--- config.mk ---
export PLATFORM = sky130hd
export DESIGN_NAME = player_sprite_ctrl
export DESIGN_NICKNAME = d
export VERILOG_FILES = /design/src/rtl/player_sprite_ctrl.sv
export SDC_FILE = /design/constraint.sdc
export NUM_CORES = 1
export LEC_CHECK = 0
export ABC_AREA = 1
export BUFFER_PORTS_ARGS = -buffer_cell sky130_fd_sc_hd__buf_4
export CAP_MARGIN = 20
export CORE_ASPECT_RATIO = 1.2
export CORE_MARGIN = 8
export CORE_UTILIZATION = 25
export DETAILED_ROUTE_END_ITERATION = 8
export PLACE_DENSITY_LB_ADDON = 0.25
export SLEW_MARGIN = 10
export SYNTH_ARGS = -nofsm -noshare
export SYNTH_HDL_FRONTEND = slang
export SYNTH_SLANG_ARGS = --single-unit
--- constraint.sdc ---
create_clock -name clk -period 3.9 [get_ports clk]
set_input_delay 0.78 -clock clk [delete_from_list [all_inputs] [get_ports clk]]
set_output_delay 0.78 -clock clk [all_outputs]
set_load 0.01 [all_outputs]
--- src/rtl/player_sprite_ctrl.sv ---
// rtl/player_sprite_ctrl.sv - player sprite selection, animation/death tracking and ROM-aligned pixel output
module player_sprite_ctrl #(
    parameter int          SPR_W       = 48,
    parameter int          SPR_H       = 67,
    parameter int          ANIM_DIV    = 8,
    parameter int          DEAD_FRAMES = 60,
    parameter int          ROM_LAT     = 1,
    parameter logic [11:0] TRANSP_CLR  = 12'hF0F
) (
    input  logic        clk,
    input  logic        rst_n,
    input  logic        frame_tick,
    input  logic [9:0]  pix_x,
    input  logic [9:0]  pix_y,
    input  logic [9:0]  p0_x,
    input  logic [9:0]  p0_y,
    input  logic [9:0]  p1_x,
    input  logic [9:0]  p1_y,
    input  logic [1:0]  p0_dir,
    input  logic [1:0]  p1_dir,
    input  logic        p0_moving,
    input  logic        p1_moving,
    input  logic        p0_dead,
    input  logic        p1_dead,
    input  logic [11:0] rom_clr,
    output logic        spr_players_no,
    output logic [3:0]  spr_state,
    output logic        spr_is_dead,
    output logic [5:0]  spr_x,
    output logic [6:0]  spr_y,
    output logic        pix_hit,
    output logic [11:0] pix_clr,
    output logic        p0_gone,
    output logic        p1_gone
);
    localparam int AW = (ANIM_DIV > 1) ? $clog2(ANIM_DIV) : 1;
    localparam int DW = $clog2(DEAD_FRAMES + 1);
    localparam logic [9:0]    SPR_W10  = 10'(SPR_W);
    localparam logic [9:0]    SPR_H10  = 10'(SPR_H);
    localparam logic [AW-1:0] DIV_LAST = AW'(ANIM_DIV - 1);
    localparam logic [DW-1:0] CNT_LAST = DW'(DEAD_FRAMES - 1);

    typedef enum logic [1:0] {ALIVE = 2'd0, DYING = 2'd1, GONE = 2'd2} life_t;

    life_t         life_q  [2];
    life_t         life_d  [2];
    logic [DW-1:0] dcnt_q  [2];
    logic [AW-1:0] div_q   [2];
    logic [1:0]    frame_q [2];
    logic [9:0]    px      [2];
    logic [9:0]    py      [2];
    logic [1:0]    dir     [2];
    logic [9:0]    dx      [2];
    logic [9:0]    dy      [2];
    logic [1:0]    moving, dead, hit, gone, dying;

    assign px     = '{p0_x, p1_x};
    assign py     = '{p0_y, p1_y};
    assign dir    = '{p0_dir, p1_dir};
    assign moving = {p1_moving, p0_moving};
    assign dead   = {p1_dead, p0_dead};

    // Life FSM: state register plus animation and death counters
    always_ff @(posedge clk) begin
        for (int i = 0; i < 2; i++) begin
            if (!rst_n) begin
                life_q[i]  <= ALIVE;
                dcnt_q[i]  <= '0;
                div_q[i]   <= '0;
                frame_q[i] <= '0;
            end else begin
                life_q[i] <= life_d[i];
                case (life_q[i])
                    ALIVE: begin
                        // A tick landing on the death event neither animates nor counts
                        if (dead[i]) begin
                            dcnt_q[i] <= '0;
                        end else if (!moving[i]) begin
                            div_q[i]   <= '0;
                            frame_q[i] <= '0;
                        end else if (frame_tick) begin
                            if (div_q[i] == DIV_LAST) begin
                                div_q[i]   <= '0;
                                frame_q[i] <= frame_q[i] + 2'd1;
                            end else begin
                                div_q[i] <= div_q[i] + 1'b1;
                            end
                        end
                    end
                    DYING: if (frame_tick) dcnt_q[i] <= dcnt_q[i] + 1'b1;
                    default: ;
                endcase
            end
        end
    end

    always_comb begin
        for (int i = 0; i < 2; i++) begin
            life_d[i] = life_q[i];
            case (life_q[i])
                ALIVE:   if (dead[i]) life_d[i] = DYING;
                DYING:   if (frame_tick && dcnt_q[i] == CNT_LAST) life_d[i] = GONE;
                default: life_d[i] = GONE;
            endcase
        end
    end

    always_comb begin
        gone  = '0;
        dying = '0;
        for (int i = 0; i < 2; i++) begin
            gone[i]  = (life_q[i] == GONE);
            dying[i] = (life_q[i] == DYING);
        end
    end

    assign p0_gone = gone[0];
    assign p1_gone = gone[1];

    // Negative offsets wrap to large unsigned values and fail the bound test
    always_comb begin
        hit = '0;
        for (int i = 0; i < 2; i++) begin
            dx[i]  = pix_x - px[i];
            dy[i]  = pix_y - py[i];
            hit[i] = (dx[i] < SPR_W10) && (dy[i] < SPR_H10) && !gone[i];
        end
    end

    logic               s1_valid;
    logic [ROM_LAT-1:0] vld_sr;
    logic               win;

    assign win = !hit[0];

    always_ff @(posedge clk) begin
        if (!rst_n) begin
            s1_valid       <= 1'b0;
            spr_players_no <= 1'b0;
            spr_state      <= '0;
            spr_is_dead    <= 1'b0;
            spr_x          <= '0;
            spr_y          <= '0;
            vld_sr         <= '0;
            pix_hit        <= 1'b0;
            pix_clr        <= '0;
        end else begin
            s1_valid <= |hit;
            if (|hit) begin
                spr_players_no <= win;
                spr_state      <= {dir[win], frame_q[win]};
                spr_is_dead    <= dying[win];
                spr_x          <= dx[win][5:0];
                spr_y          <= dy[win][6:0];
            end
            vld_sr[0] <= s1_valid;
            for (int i = 1; i < ROM_LAT; i++) vld_sr[i] <= vld_sr[i-1];
            pix_hit <= vld_sr[ROM_LAT-1] && (rom_clr != TRANSP_CLR);
            pix_clr <= (vld_sr[ROM_LAT-1] && (rom_clr != TRANSP_CLR)) ? rom_clr : 12'h000;
        end
    end
endmodule

== Word-level counts from Yosys, hierarchy flattened ==
Memory sizes are Yosys's and may differ from the RTL's. A register that Yosys moved wholly into a read port is not among the register bits.
Index checks and enable logic that the tools add are counted.
Word-level totals
  output and inout port bits: 34
  memories: 4
  RAM bits: 26
  ROM bits: 0
  input bits: 83
  bits in registers: 34
  logic and storage cells: 158
  bits in latches: 0
Operators by class
  add/subtract/negate cells: 10
  multiply operators: 0
  reduce and logical (&&, ||, !) cells: 15
  muxes and demuxes: 88
  shifts and indexed selects: 0
  $lt $le $gt $ge: 6
  bitwise logic cells: 17
  div/mod/pow operators: 0
  equality and inequality tests: 9
Memory list
  dcnt_q: words 2, width 6, rd ports 2, clocked after Yosys merged registers in 0, wr ports 2, line 47  | logic [DW-1:0] dcnt_q [2];
  div_q: words 2, width 3, rd ports 2, clocked after Yosys merged registers in 0, wr ports 2, line 48  | logic [AW-1:0] div_q [2];
  frame_q: words 2, width 2, rd ports 3, clocked after Yosys merged registers in 1, wr ports 2, line 49  | logic [1:0] frame_q [2];
  life_q: words 2, width 2, rd ports 2, clocked after Yosys merged registers in 0, wr ports 2, line 45  | life_t life_q [2];
Operator list (count)
  1-bit 2-to-1 mux: 57
  6-bit 2-to-1 mux: 7
  10-bit subtractor: 4
  2-bit 2-to-1 mux: 13
  7-bit 2-to-1 mux: 3
  10-bit by 6-bit < comparator with 1-bit output (second input constant): 2
  10-bit by 7-bit < comparator with 1-bit output (second input constant): 2
  3-bit 2-to-1 mux: 6
  1-bit bitwise OR: 16
  6-bit by 1-bit adder with 6-bit output (second input constant): 2
  6-bit == test (second input constant): 2
  12-bit != test (second input constant): 1
  2-bit one-hot mux with 2 select lines: 2
  1-bit logical AND: 7
  3-bit by 1-bit adder with 3-bit output (second input constant): 2
  3-bit == test (second input constant): 2
  2-bit by 1-bit adder with 2-bit output (second input constant): 2
  2-bit by 1-bit == test with 1-bit output (second input constant): 2
  2-bit == test (second input constant): 2
  1-bit logical NOT: 4
  2-bit logical NOT: 2
  2-bit >= comparator (second input constant): 1
  1-bit by 2-bit < comparator with 1-bit output (second input constant): 1
  1-bit inverter with 2-bit output: 1
  2 further kinds: 2

== Logic depth before layout (Yosys ltp) ==
Gate-level depths: netlist (run 1).
  depth after elaboration: 10
  depth in mapped cells: 20
  mapped depth without buffers: 19

== Least setup slack after synthesis (run 1) ==
Ideal clock, no wire load.
  kind: input to register
  start point: input port pix_y[0]
  end point: register spr_state[2]
  setup time: 111 ps
  arrival time: 2689 ps
  path slack: 1099 ps
  required time: 3789 ps
  path buffers: 1
  cell stages on the path: 19
  cells stage by stage: inv_1 > ha_1 > inv_1 > fa_1 > nand3_2 > nand2_1 > nand2_1 > nand2_1 > nand2_1 > nand2_1 > a21oi_2 > nand3_4 > nor2_8 > inv_4 > buf_6 > nand2_1 > nand2_1 > nor2_1 > nor2_1
On the way
  cells in the longest elaborated chain, start to end: 9
  elaborated cells between the ends (all ways): 14
  classes of those cells: add/sub (2); order compare (2); mux (3); bitwise (1); reduce/logical (6)
Ends and longest elaborated chain
  from (decl): line 14  | input logic [9:0] pix_y,
  10-bit subtractor: line 125  | dy[i] = pix_y - py[i];
  10-bit by 7-bit < comparator with 1-bit output: line 126  | hit[i] = (dx[i] < SPR_W10) && (dy[i] < SPR_H10) && !gone[i];
  1-bit logical AND (2 in a row): line 126
  1-bit logical NOT: line 134  | assign win = !hit[0];
  1-bit inverter with 2-bit output (not written as such): line 151  | spr_state <= {dir[win], frame_q[win]};
  2-bit 2-to-1 mux (not written as such) (3 in a row): line 151
  to (signal assigned): line 151
  to (decl): line 27  | output logic [3:0] spr_state,
Parallel ways exist; a longest one is shown, timed or not. The select of a mux whose other input is x is not followed.
A chain may end at the register's enable or synchronous reset.

== Worst setup path after layout (run 1) ==
  start point: input port pix_x[0]
  end point: register spr_state[1] (read register of frame_q)
On the way
  cells in the longest elaborated chain, start to end: 5
  elaborated cells between the ends (all ways): 10
  classes of those cells: add/sub (2); order compare (2); reduce/logical (6)
Ends and longest elaborated chain
  from (decl): line 13  | input logic [9:0] pix_x,
  10-bit subtractor: line 124  | dx[i] = pix_x - px[i];
  10-bit by 6-bit < comparator with 1-bit output: line 126
  1-bit logical AND (2 in a row): line 126
  2-bit OR reduction / 1-bit logical NOT (equally long branches): line 149, 134
Parallel ways exist; a longest one is shown, timed or not.

==> results.md, run 1 <==
* Status: complete, no violations
* Async S/R FF share, synth at 0
* Setup CP Type: in -> reg
* Number of synthesized flops with an enable pin at 22
* Total grt overflow at 0
* # Post-CTS Setup Buffers at 0
* CP max stage delay at around 0.42 ns
* Die Span X at 147 µm
* Clock Root Buffer: clkbuf_16
* Drt wl/cell at ~12 µm
* Hold buffers post-CTS at 0
* Total Wirelength at around 15,000 µm
* CTS sink count at 60
* Slew HR at 0.666
* Hold/Removal Path Class: reg -> reg
* Top-level I/O count at 117
* Most common flop cell mapped by yosys: dfxtp_1
* GRT Total Usage at 0.116
* Vias in the first global route at ~5,000
* Ys Warns at 0
* Iteration-0 DRC Markers at approximately 170
* Placeable core region at 20,200 µm²
* Max-slew violations at 0
* Synth cell types at 40
* Detailed Routing Iterations Pass 1 at 4
* CTS clk-pin slew, worst paths at 0.05 ns
* Worst-margin pin slew at between 0.4 and 0.5 ns
* Nets at ~1,100
* FF+latch count, synth at 60
* Yosys top cell area share at 0.171
* Largest net degree at the start of global routing at 29
* Die Y at about 170 µm
* Post-synthesis cell count at 809
* Final hold slack at approximately 0.41 ns
* Dominant cell type by area after synthesis: nand2_1
* Area Growth Syn to Fin at 28.8%
* Static Leak at 3.68 nW
* Initial Utilization at 0.255
* Maximum clock insertion buffer count at 2
* Hold depth at 2
* Top cells by count, synth: 234 x nand2_1, 162 x inv_1, 115 x nor2_1
* Most frequent CP cell: nand2_1
* Most common cell in the synthesized netlist: nand2_1
* Data required, critical path at slightly above 4 ns
* Post-route clock period utilization at 0.790
* Top cells by area, synth: nand2_1 17%, dfxtp_1 15%, edfxtp_1 13%
* First-pass GRT wire length at 24,200 µm
* Diode count at 0
* Final setup fails at 0
* Via count at about 5,100
* Worst-path fanout max at 23
* Maximum VDD drop at about 0.22 mV
* Post-DRT Antenna Nets at 0
* Minimum clock period at 3.08 ns
* Routed vias/inst at 4.25
* Worst Clk Skew at between 0.007 and 0.008 ns
* DIE AREA at between 20,000 and 30,000 µm²
* Largest delay contributor family on the critical path: simple AND/OR/NAND/NOR gates
* CP bufs+invs at 5
* Maxcap violations at 0
* FP Rows at 57
* DRC Markers at 0
* Layout cells sized above 1 at 0.163
* Setup TNS at 0 ns
* Worst r2r path cells at 11
* Gp weighted congestion at 0.794
* Final hold vios at 0
* Unrepaired setup endpoints after global routing: no
* Initial antenna violation count at 0
* Post-DP HPWL at 12,900 µm
* Crit path capture type: flop
* Cell Chain, Critical Path: buf_4 > inv_1 > ha_1 > inv_1 > fa_1 > nand2_1 > nand2_1 > nand2_1 > nand2_1 > nand2_1 > nand2_1 > nor2_2 > nand3_4 > nor2_8 > inv_4 > nand2_8 > inv_2 > nor2_1 > nor2_1
* Worst path depth at 19
* Clk_lat worst skew at between 0.3 and 0.4 ns
* Fillers at 2,238
* Port buffer count at about 120
* Mapped Area at 5140 µm²
* Worst setup SP type: input port
* Syn_nets at roughly 940
* Fmax at ~320 MHz
* H-tree levels at 3
* CTS resizes at 0
* CTS tree: yes
* Sequential-to-total area share from yosys stat at 0.277
* TritonCTS Buffers at 9
* PwrDens at 328 nW/µm²
* Slowest CP cell: fa_1
* Avg Cell Area, Syn at ~6.4 µm²
* Critical path arrival at approximately 3.3 ns
flip-flops by register name, indices dropped and copies added, names as in the netlist:
name and cells:
dcnt_q 12, div_q 6, frame_q 4, life_q 4, pix_clr 12, pix_hit 1, s1_valid 1, spr_is_dead 1
spr_players_no 1, spr_state 4, spr_x 6, spr_y 7, vld_sr 1
power by group:
group | switching (mW) | internal (mW)
Combinational | 0.370 | 0.245
Clock | 0.267 | 0.583
Sequential | 0.0200 | 0.683
Total | 0.658 | 1.51
metrics by stage:
step	setup WS, ns	total power [mW]	utilization	area (µm²)	cells
after CTS	0.789	2.20	0.328	6620	1198
after floorplan	1.10	1.13	-	5140	809
after detailed placement	0.459	1.34	0.312	6290	1182
after global placement	0.507	1.34	0.312	6290	1182
final	0.819	2.17	0.328	6620	1198
after global routing	0.500	2.31	0.328	6620	1198
cell usage in the layout (no fill, tap or decap), types with 2 or more instances in the layout:
| cell type | n |
|---|---|
| inv_2 | 3 |
| xnor2_1 | 6 |
| ha_1 | 42 |
| nand2_1 | 234 |
| nand3_2 | 2 |
| a31oi_1 | 2 |
| a21oi_2 | 3 |
| edfxtp_1 | 22 |
| nor3_1 | 10 |
| buf_4 | 116 |
| nand3b_1 | 12 |
| nand2_2 | 3 |
| nand3_1 | 59 |
| nand4_1 | 14 |
| xor2_1 | 7 |
| dfxtp_1 | 38 |
| inv_1 | 162 |
| a21oi_1 | 22 |
| clkbuf_16 | 10 |
| nor2_2 | 2 |
| clkinv_2 | 2 |
| o21ai_0 | 10 |
| o21bai_1 | 10 |
| nor4_1 | 3 |
| fa_1 | 4 |
| nor2_1 | 115 |
| o21ai_1 | 4 |
| nand3_4 | 2 |
| clkbuf_8 | 3 |
area by class of cell:
type	instances	area (µm²)	share of cell area
clock buffers	13	292	0.0440
clock inverters	3	40.0	0.00605
inverters	167	629	0.0951
multi-input cells	574	3030	0.458
flip-flops and latches	60	1420	0.215
well taps	265	332	0.0501
repair buffers	116	871	0.132
tightest hold or removal path, cell delays in order, from the launching register on:
cell     delay, ns
dfxtp_1       0.30
nand2_1       0.05
inv_1         0.04
cell families (layout without fill, tap and decap cells):
kind of cell	after synthesis	count (layout)	share of synthesized area
and+or+nand+nor	461	461	0.389
adders and majority gates	46	46	0.118
xor gates and xnor gates	13	13	0.0222
AOI/OAI and AO/OA	54	54	0.0618
DFF	60	60	0.277
buffers and inverters	175	299	0.133
per-layer routing:
metal  wire, µm  track usage  up-vias
met5          0            0        -
met4        165       0.0238        0
met2       7590        0.218       77
met3        601       0.0230        9
li1           -            -     2754
met1       6540        0.133     2246
path summary, 6_finish.rpt:
check	from	to	slack, ns
max	pix_x[0]	spr_state[1]	0.82
min	s1_valid	vld_sr	0.41
max reg2reg	life_q[0][0]	spr_state[1]	1.87
min reg2reg	s1_valid	vld_sr	0.41
Note: power is estimated with default switching activity, not from simulation.
==> run 2, diff against run 1 <==
--- a/config.mk
+++ b/config.mk
@@ -5,7 +5,7 @@
 export SDC_FILE = /design/constraint.sdc
 export NUM_CORES = 1
 export LEC_CHECK = 0
-export ABC_AREA = 1
+export ABC_AREA = 0
 export BUFFER_PORTS_ARGS = -buffer_cell sky130_fd_sc_hd__buf_4
 export CAP_MARGIN = 20
 export CORE_ASPECT_RATIO = 1.2
==> constraint.sdc (replaced) <==
create_clock -name clk -period 2.7 [get_ports clk]
set_input_delay 0.54 -clock clk [delete_from_list [all_inputs] [get_ports clk]]
set_output_delay 0.54 -clock clk [all_outputs]
set_load 0.01 [all_outputs]
==> run 2 against run 1 <==
The run now ends with setup timing left; area after synthesis decreased by 9.5%; global-route usage increased by 1.0 points; critical path depth decreased by 9; wire length increased by 1.3%; flip-flop and latch count unchanged; sequential share of layout area decreased by 3.3 points; synthesized cell count decreased by 34%; cell area increased by 18%; die area decreased by 8.5%; final cell count decreased by 15%; first-iteration DRC count decreased by 10%; clock power increased by 34%; critical path type unchanged; critical endpoint is now spr_x[5].
==> results.md, run 2 <==
* Fmax at approximately 360 MHz
* Sw frac at 0.292
* Top cells by count, synth: 61 x inv_1, 42 x ha_1, 38 x dfxtp_1, 38 x nor2_1, 22 x edfxtp_1
* Status: finished, violations left
* Ys Warns at 0
* Gp weighted congestion at ~0.81
* Crit path capture type: flop
* Sequential-to-total area share from yosys stat at 0.305
* Avg Cell Area, Syn at around 8.7 µm²
* Most common flop cell mapped by yosys: dfxtp_1
* Drt wl/cell at about 15 µm
* Data required, critical path at 2.96 ns
* DRC Markers at 0
* Slew HR at 0.440
* Setup ws final at -0.106 ns
* Unrepaired setup endpoints after global routing: yes
* Post-route cell area at a little under 8000 µm²
* P_sw at approximately 960 µW
* H-tree levels at 3
* Max-slew violations at 0
* Share of power burned in registers at 0.303
* Top-level I/O count at ~120
* Worst Clk Skew at approximately 0.0044 ns
* Diode count at 0
* Yosys top cell area share at 0.163
* Total grt overflow at 0
* Most common cell in the synthesized netlist: inv_1
* Routed vias/inst at roughly 4.8
* Top cells by area, synth: dfxtp_1 16%, edfxtp_1 14%, ha_1 11%
* Register-to-register setup slack at ~0.23 ns
* CTS sink count at 60
* Clk_lat worst skew at between 0.3 and 0.4 ns
* Maxcap violations at 0
* Post-route clock period utilization at 1.04
* TritonCTS Buffers at 9
* Post-DRT Antenna Nets at 0
* Total Wirelength at roughly 15,000 µm
* Worst setup SP type: input port
* Initial Utilization at 0.255
* Static Leak at approximately 3.4 nW
* Critical path arrival at approximately 3.1 ns
* Detailed Routing Iterations Pass 1 at 4
* Layout cells sized above 1 at 0.464
* Final hold vios at 0
* Placeable core region at 18,200 µm²
* Top flop regs: dcnt_q (12), pix_clr (12), spr_y (7)
* Hold/Removal Path Class: in -> reg
* Failing checks: setup timing
* Async S/R FF share, synth at 0
* Maximum VDD drop at between 0.2 and 0.3 mV
* Die Y at roughly 170 µm
* Vias in the first global route at between 5,000 and 6,000
* Most common cell after layout, fill and taps aside: buf_4
* Logic pwr share at 0.350
* Iteration-0 DRC Markers at 156
* First-pass GRT wire length at ~24,000 µm
* Mapped Area at 4650 µm²
* DIE AREA at roughly 23,000 µm²
* CTS clk-pin slew, worst paths at about 0.060 ns
* FF+latch count, synth at 60
* Worst-path fanout max at 6
* Nets at about 920
* Die Span X at between 100 and 150 µm
* PwrDens at approximately 420 nW/µm²
* Largest net degree at the start of global routing at 37
* Int Pwr at 2.33 mW
* Maximum clock insertion buffer count at 2
* Dominant cell type by area after synthesis: dfxtp_1
* Initial antenna violation count at 0
* Clock Root Buffer: clkbuf_16
* Most frequent cells in the layout: 242 x buf_4, 54 x inv_1, 38 x dfxtp_1
* Minimum clock period at 2.81 ns
* Final setup fails at 14
* Area after DPL at just under 7000 µm²
* Syn_nets at approximately 660
* CTS tree: yes
* Via count at between 4,000 and 5,000
* Area Growth Syn to Fin at 67.7%
* Fin util at 0.428
* FP Rows at 54
* Post-DP HPWL at 12,100 µm
* Worst-margin pin slew at just over 0.8 ns
* Port buffer count at 116
* Post-synthesis cell count at approximately 530
* Number of synthesized flops with an enable pin at 22
* GRT Total Usage at 0.127
* Synth cell types at 67
* Worst r2r path cells at 9
* Hold depth at 2
* Clock power share at 0.347
* Setup CP Type: in -> reg
-- run 2: cell types whose count changed in the layout (fill, tap and decap cells not counted), sizes merged, moves of 16 or more --
cell / delta
and2: +19
buf: +140
nand2: -217
o31ai: +16
inv: -104
nand3: -49
nor2: -80
-- run 2: cell families after synthesis --
| logic type | Yosys count | synth area share |
|---|---|---|
| AND/OR/NAND/NOR | 179 | 0.209 |
| adder cells (fa/ha/maj) | 46 | 0.130 |
| XOR/XNOR | 29 | 0.0546 |
| AO/OA/AOI/OAI | 136 | 0.215 |
| buffers and inverters | 74 | 0.0637 |
| flip-flops | 60 | 0.305 |
| multiplexers | 10 | 0.0220 |
-- run 2: worst paths after layout --
check                     from          to
setup reg to reg  life_q[0][1]    spr_x[5]
hold / removal      rom_clr[5]  pix_clr[5]
setup / recovery      pix_x[4]    spr_x[5]
hold reg to reg       s1_valid      vld_sr
-- run 2: what timing repair did --
item / CTS / global route
setup endpoints to repair: 19 / 19
cloned: 2 / 2
setup buffers: 15 / 3
gates resized for setup: 61 / 45
hold buffers: 0 / 0
pin swaps: 23 / 11
-- run 2: through the flow --
stage | setup WS [ns] | power [mW] | hold slack (ns) | TNS [ns] | instances
finish | -0.106 | 3.29 | 0.417 | -0.559 | 1019
CTS | -0.0725 | 3.27 | 0.405 | -0.155 | 1015
global placement | -0.534 | 1.99 | 0.441 | -8.84 | 982
floorplan | -0.244 | 1.53 | 0.412 | -3.44 | 534
detailed placement | -0.592 | 2.00 | 0.440 | -9.92 | 982
global route | -0.174 | 3.48 | 0.416 | -2.34 | 1019
-- run 2: layout make-up --
class	instances	area, µm²
clock buffer	10	239
clock inverter	6	62.6
fill	1790	10400
inverter	61	249
multi-input combinational	400	3470
sequential	60	1420
tap	224	280
timing repair buffer	258	2090
-- run 2: worst max-delay path, cell delays in order --
cell and delay [ns]:
buf_4 0.11, ha_1 0.36, a21oi_2 0.19, nand2_2 0.11
o2111ai_2 0.20, mux2_4 0.34, nor4_4 0.27, and4_4 0.37
or3b_4 0.42, a31oi_4 0.13
-- run 2: per-layer routing --
layer	share of wire	up-vias	routed length, µm	GRT usage
li1	-	2465	-	-
met1	0.41	2282	6180	0.142
met2	0.53	109	8010	0.238
met3	0.044	15	668	0.0256
met4	0.015	0	230	0.0382
met5	0	-	0	0
-- run 2: power by group through the flow --
stage	Clock [mW]	Sequential (mW)	Combinational, mW
global route	1.22	1.00	1.26
global placement	0	1.02	0.976
floorplan	0	1.01	0.517
CTS	1.17	0.999	1.10
detailed placement	0	1.02	0.987
finish	1.14	0.999	1.15
==> run 3, diff against run 2 <==
--- a/config.mk
+++ b/config.mk
@@ -12,7 +12,8 @@
 export CORE_MARGIN = 8
 export CORE_UTILIZATION = 25
 export DETAILED_ROUTE_END_ITERATION = 8
-export PLACE_DENSITY_LB_ADDON = 0.25
+export PLACE_DENSITY_LB_ADDON = 0.05
+export RECOVER_POWER = 100
 export SLEW_MARGIN = 10
 export SYNTH_ARGS = -nofsm -noshare
 export SYNTH_HDL_FRONTEND = slang
==> run 3 against run 2 <==
Register-to-register slack improved by 0.02 ns; the flow still finishes with violations (setup timing); wire length grew 0.92%; maximum frequency barely moved; via count decreased by 1.4%.
==> results.md, run 3 (synthesis results as in run 2) <==
* Maximum VDD drop at about 0.28 mV
* Area after DPL at around 6800 µm²
* Post-place setup slack at -0.646 ns
* Post-DP HPWL at 12,500 µm
* CTS clk-pin slew, worst paths at around 0.05 ns
* Setup ws final at -0.105 ns
* Clk_lat worst skew at about 0.33 ns
* PwrDens at 426 nW/µm²
* Total Wirelength at roughly 15,000 µm
* Fillers at 1,919
* CP max stage delay at approximately 0.50 ns
* CP bufs+invs at 2
* Largest net degree at the start of global routing at 27
* Worst-path fanout max at 7
* Port buffer count at approximately 120
* DRC Markers at 0
* Crit path capture type: flop
* FP Rows at 54
* Drt wl/cell at between 10 and 15 µm
* Fin util at 0.416
* Placeable core region at around 18,000 µm²
* Top-level I/O count at around 120
* CTS sink count at 60
* Failing checks: setup timing
* Vias in the first global route at roughly 5,000
* Maximum clock insertion buffer count at 2
* Total grt overflow at 0
* Post-DRT Antenna Nets at 0
* Die Span X at 141 µm
* Maxcap violations at 0
* Most common cell after layout, fill and taps aside: buf_4
* Static Leak at approximately 3.3 nW
* Slowest CP cell: or4_1
* Worst-margin pin slew at between 0.5 and 0.6 ns
* Largest delay contributor family on the critical path: compound AO/OA/AOI/OAI gates
* Most frequent cells in the layout: 213 x buf_4, 54 x inv_1, 40 x clkbuf_1
* Area Growth Syn to Fin at 63.2%
* Detailed Routing Iterations Pass 1 at 4
* Critical path arrival at 3.06 ns
* Initial antenna violation count at 0
* GRT Total Usage at 0.132
* Layout cells sized above 1 at 0.411
* Post-route clock period utilization at 1.04
* Diode count at 0
* Final hold vios at 0
* Minimum clock period at approximately 2.8 ns
* Nets at around 930
* Via count at between 4,000 and 5,000
* Final setup fails at 18
* FF/Latch Area at approximately 1400 µm²
* Unrepaired setup endpoints after global routing: yes
* H-tree levels at 3
* Iteration-0 DRC Markers at approximately 110
* Hold buffers post-CTS at 0
* Worst Clk Skew at between 0.005 and 0.006 ns
* Routed vias/inst at around 4.7
* TritonCTS Buffers at 9
* Clock Root Buffer: clkbuf_16
* Slew HR at 0.602
* Gp weighted congestion at ~0.8
* Data required, critical path at 2.95 ns
* Worst setup SP type: input port
* Area occupied by multi-input gates at about 3400 µm²
* Cell Chain, Critical Path: buf_4 > ha_4 > a21o_1 > a22o_1 > or4_1 > a31o_1 > a2111oi_4 > o21ai_2 > or2_4 > buf_6 > a31oi_1
* Initial Utilization at 0.255
* Status: finished, violations left
* Setup CP Type: in -> reg
* Non-Filler Instances at between 1,000 and 1,500
* Post-route cell area at between 7000 and 8000 µm²
* Post-route total power at between 3 and 4 mW
* First-pass GRT wire length at 24,700 µm
* Max-slew violations at 0
* DIE AREA at ~23,000 µm²
* CTS tree: yes
* Fmax at 357 MHz
* Dpl cells at 993
* Die Y at roughly 170 µm
* Hold/Removal Path Class: in -> reg
* Top flop regs: dcnt_q (12), pix_clr (12), spr_y (7)
[run 3: cell count changes in the layout (fill, tap and decap cells not counted), sizes merged]
cell      delta
inv          -1
clkinvlp     -2
clkinv       -1
clkbuf      +42
bufinv       -1
buf         -30
[run 3: final cells by class]
type                            count  share of cell area
Clock inverter                      1            0.000659
Multi-Input combinational cell    400               0.449
Inverter                           61              0.0321
Timing Repair Buffer              265               0.257
Sequential cell                    60               0.187
Clock buffer                       15              0.0379
Tap cell                          224              0.0369
[run 3: metrics by stage]
step / hold WS (ns) / TNS, ns
6_report: 0.419 / -1.21
5_1_grt: 0.407 / -3.40
4_1_cts: 0.409 / -2.53
3_5_place_dp: 0.449 / -11.53
3_3_place_gp: 0.438 / -10.39
2_1_floorplan: 0.412 / -3.44
[run 3: worst reg2reg max path: stages (launching register included)]
cell	delay [ns]
dfxtp_1	0.32
inv_1	0.14
o22ai_1	0.11
or4_1	0.52
a31o_1	0.24
a2111oi_4	0.32
o21ai_2	0.14
or2_4	0.30
buf_6	0.14
a31oi_1	0.15
[run 3: path summary, 6_finish.rpt]
path,startpoint,to,slack (ns),cells past startpoint
hold / removal,rom_clr[7],pix_clr[7],0.42,2
setup reg to reg,life_q[0][1],spr_y[5],0.25,9
hold reg to reg,s1_valid,vld_sr,0.46,1
setup / recovery,pix_x[8],spr_y[5],-0.10,11
[run 3: power breakdown]
| group | leakage [nW] | switching [mW] | internal, mW |
|---|---|---|---|
| Clock | 0.146 | 0.392 | 0.720 |
| Sequential | 0.546 | 0.0257 | 0.974 |
| Combinational | 2.58 | 0.515 | 0.612 |
| Total | 3.28 | 0.933 | 2.31 |
[run 3: metal layers]
layer | up-vias | wire length, µm | GRT usage
met3 | 7 | 530 | 0.0273
met2 | 86 | 7750 | 0.241
met5 | - | 0 | 0
met1 | 2239 | 6780 | 0.154
li1 | 2470 | - | -
met4 | 0 | 163 | 0.0367
[run 3: timing repair]
action                     CTS  global route
pin swaps                   22            38
setup buffers               15             4
cloned                       2             0
resized for setup           48            37
setup endpoints to repair   20            20
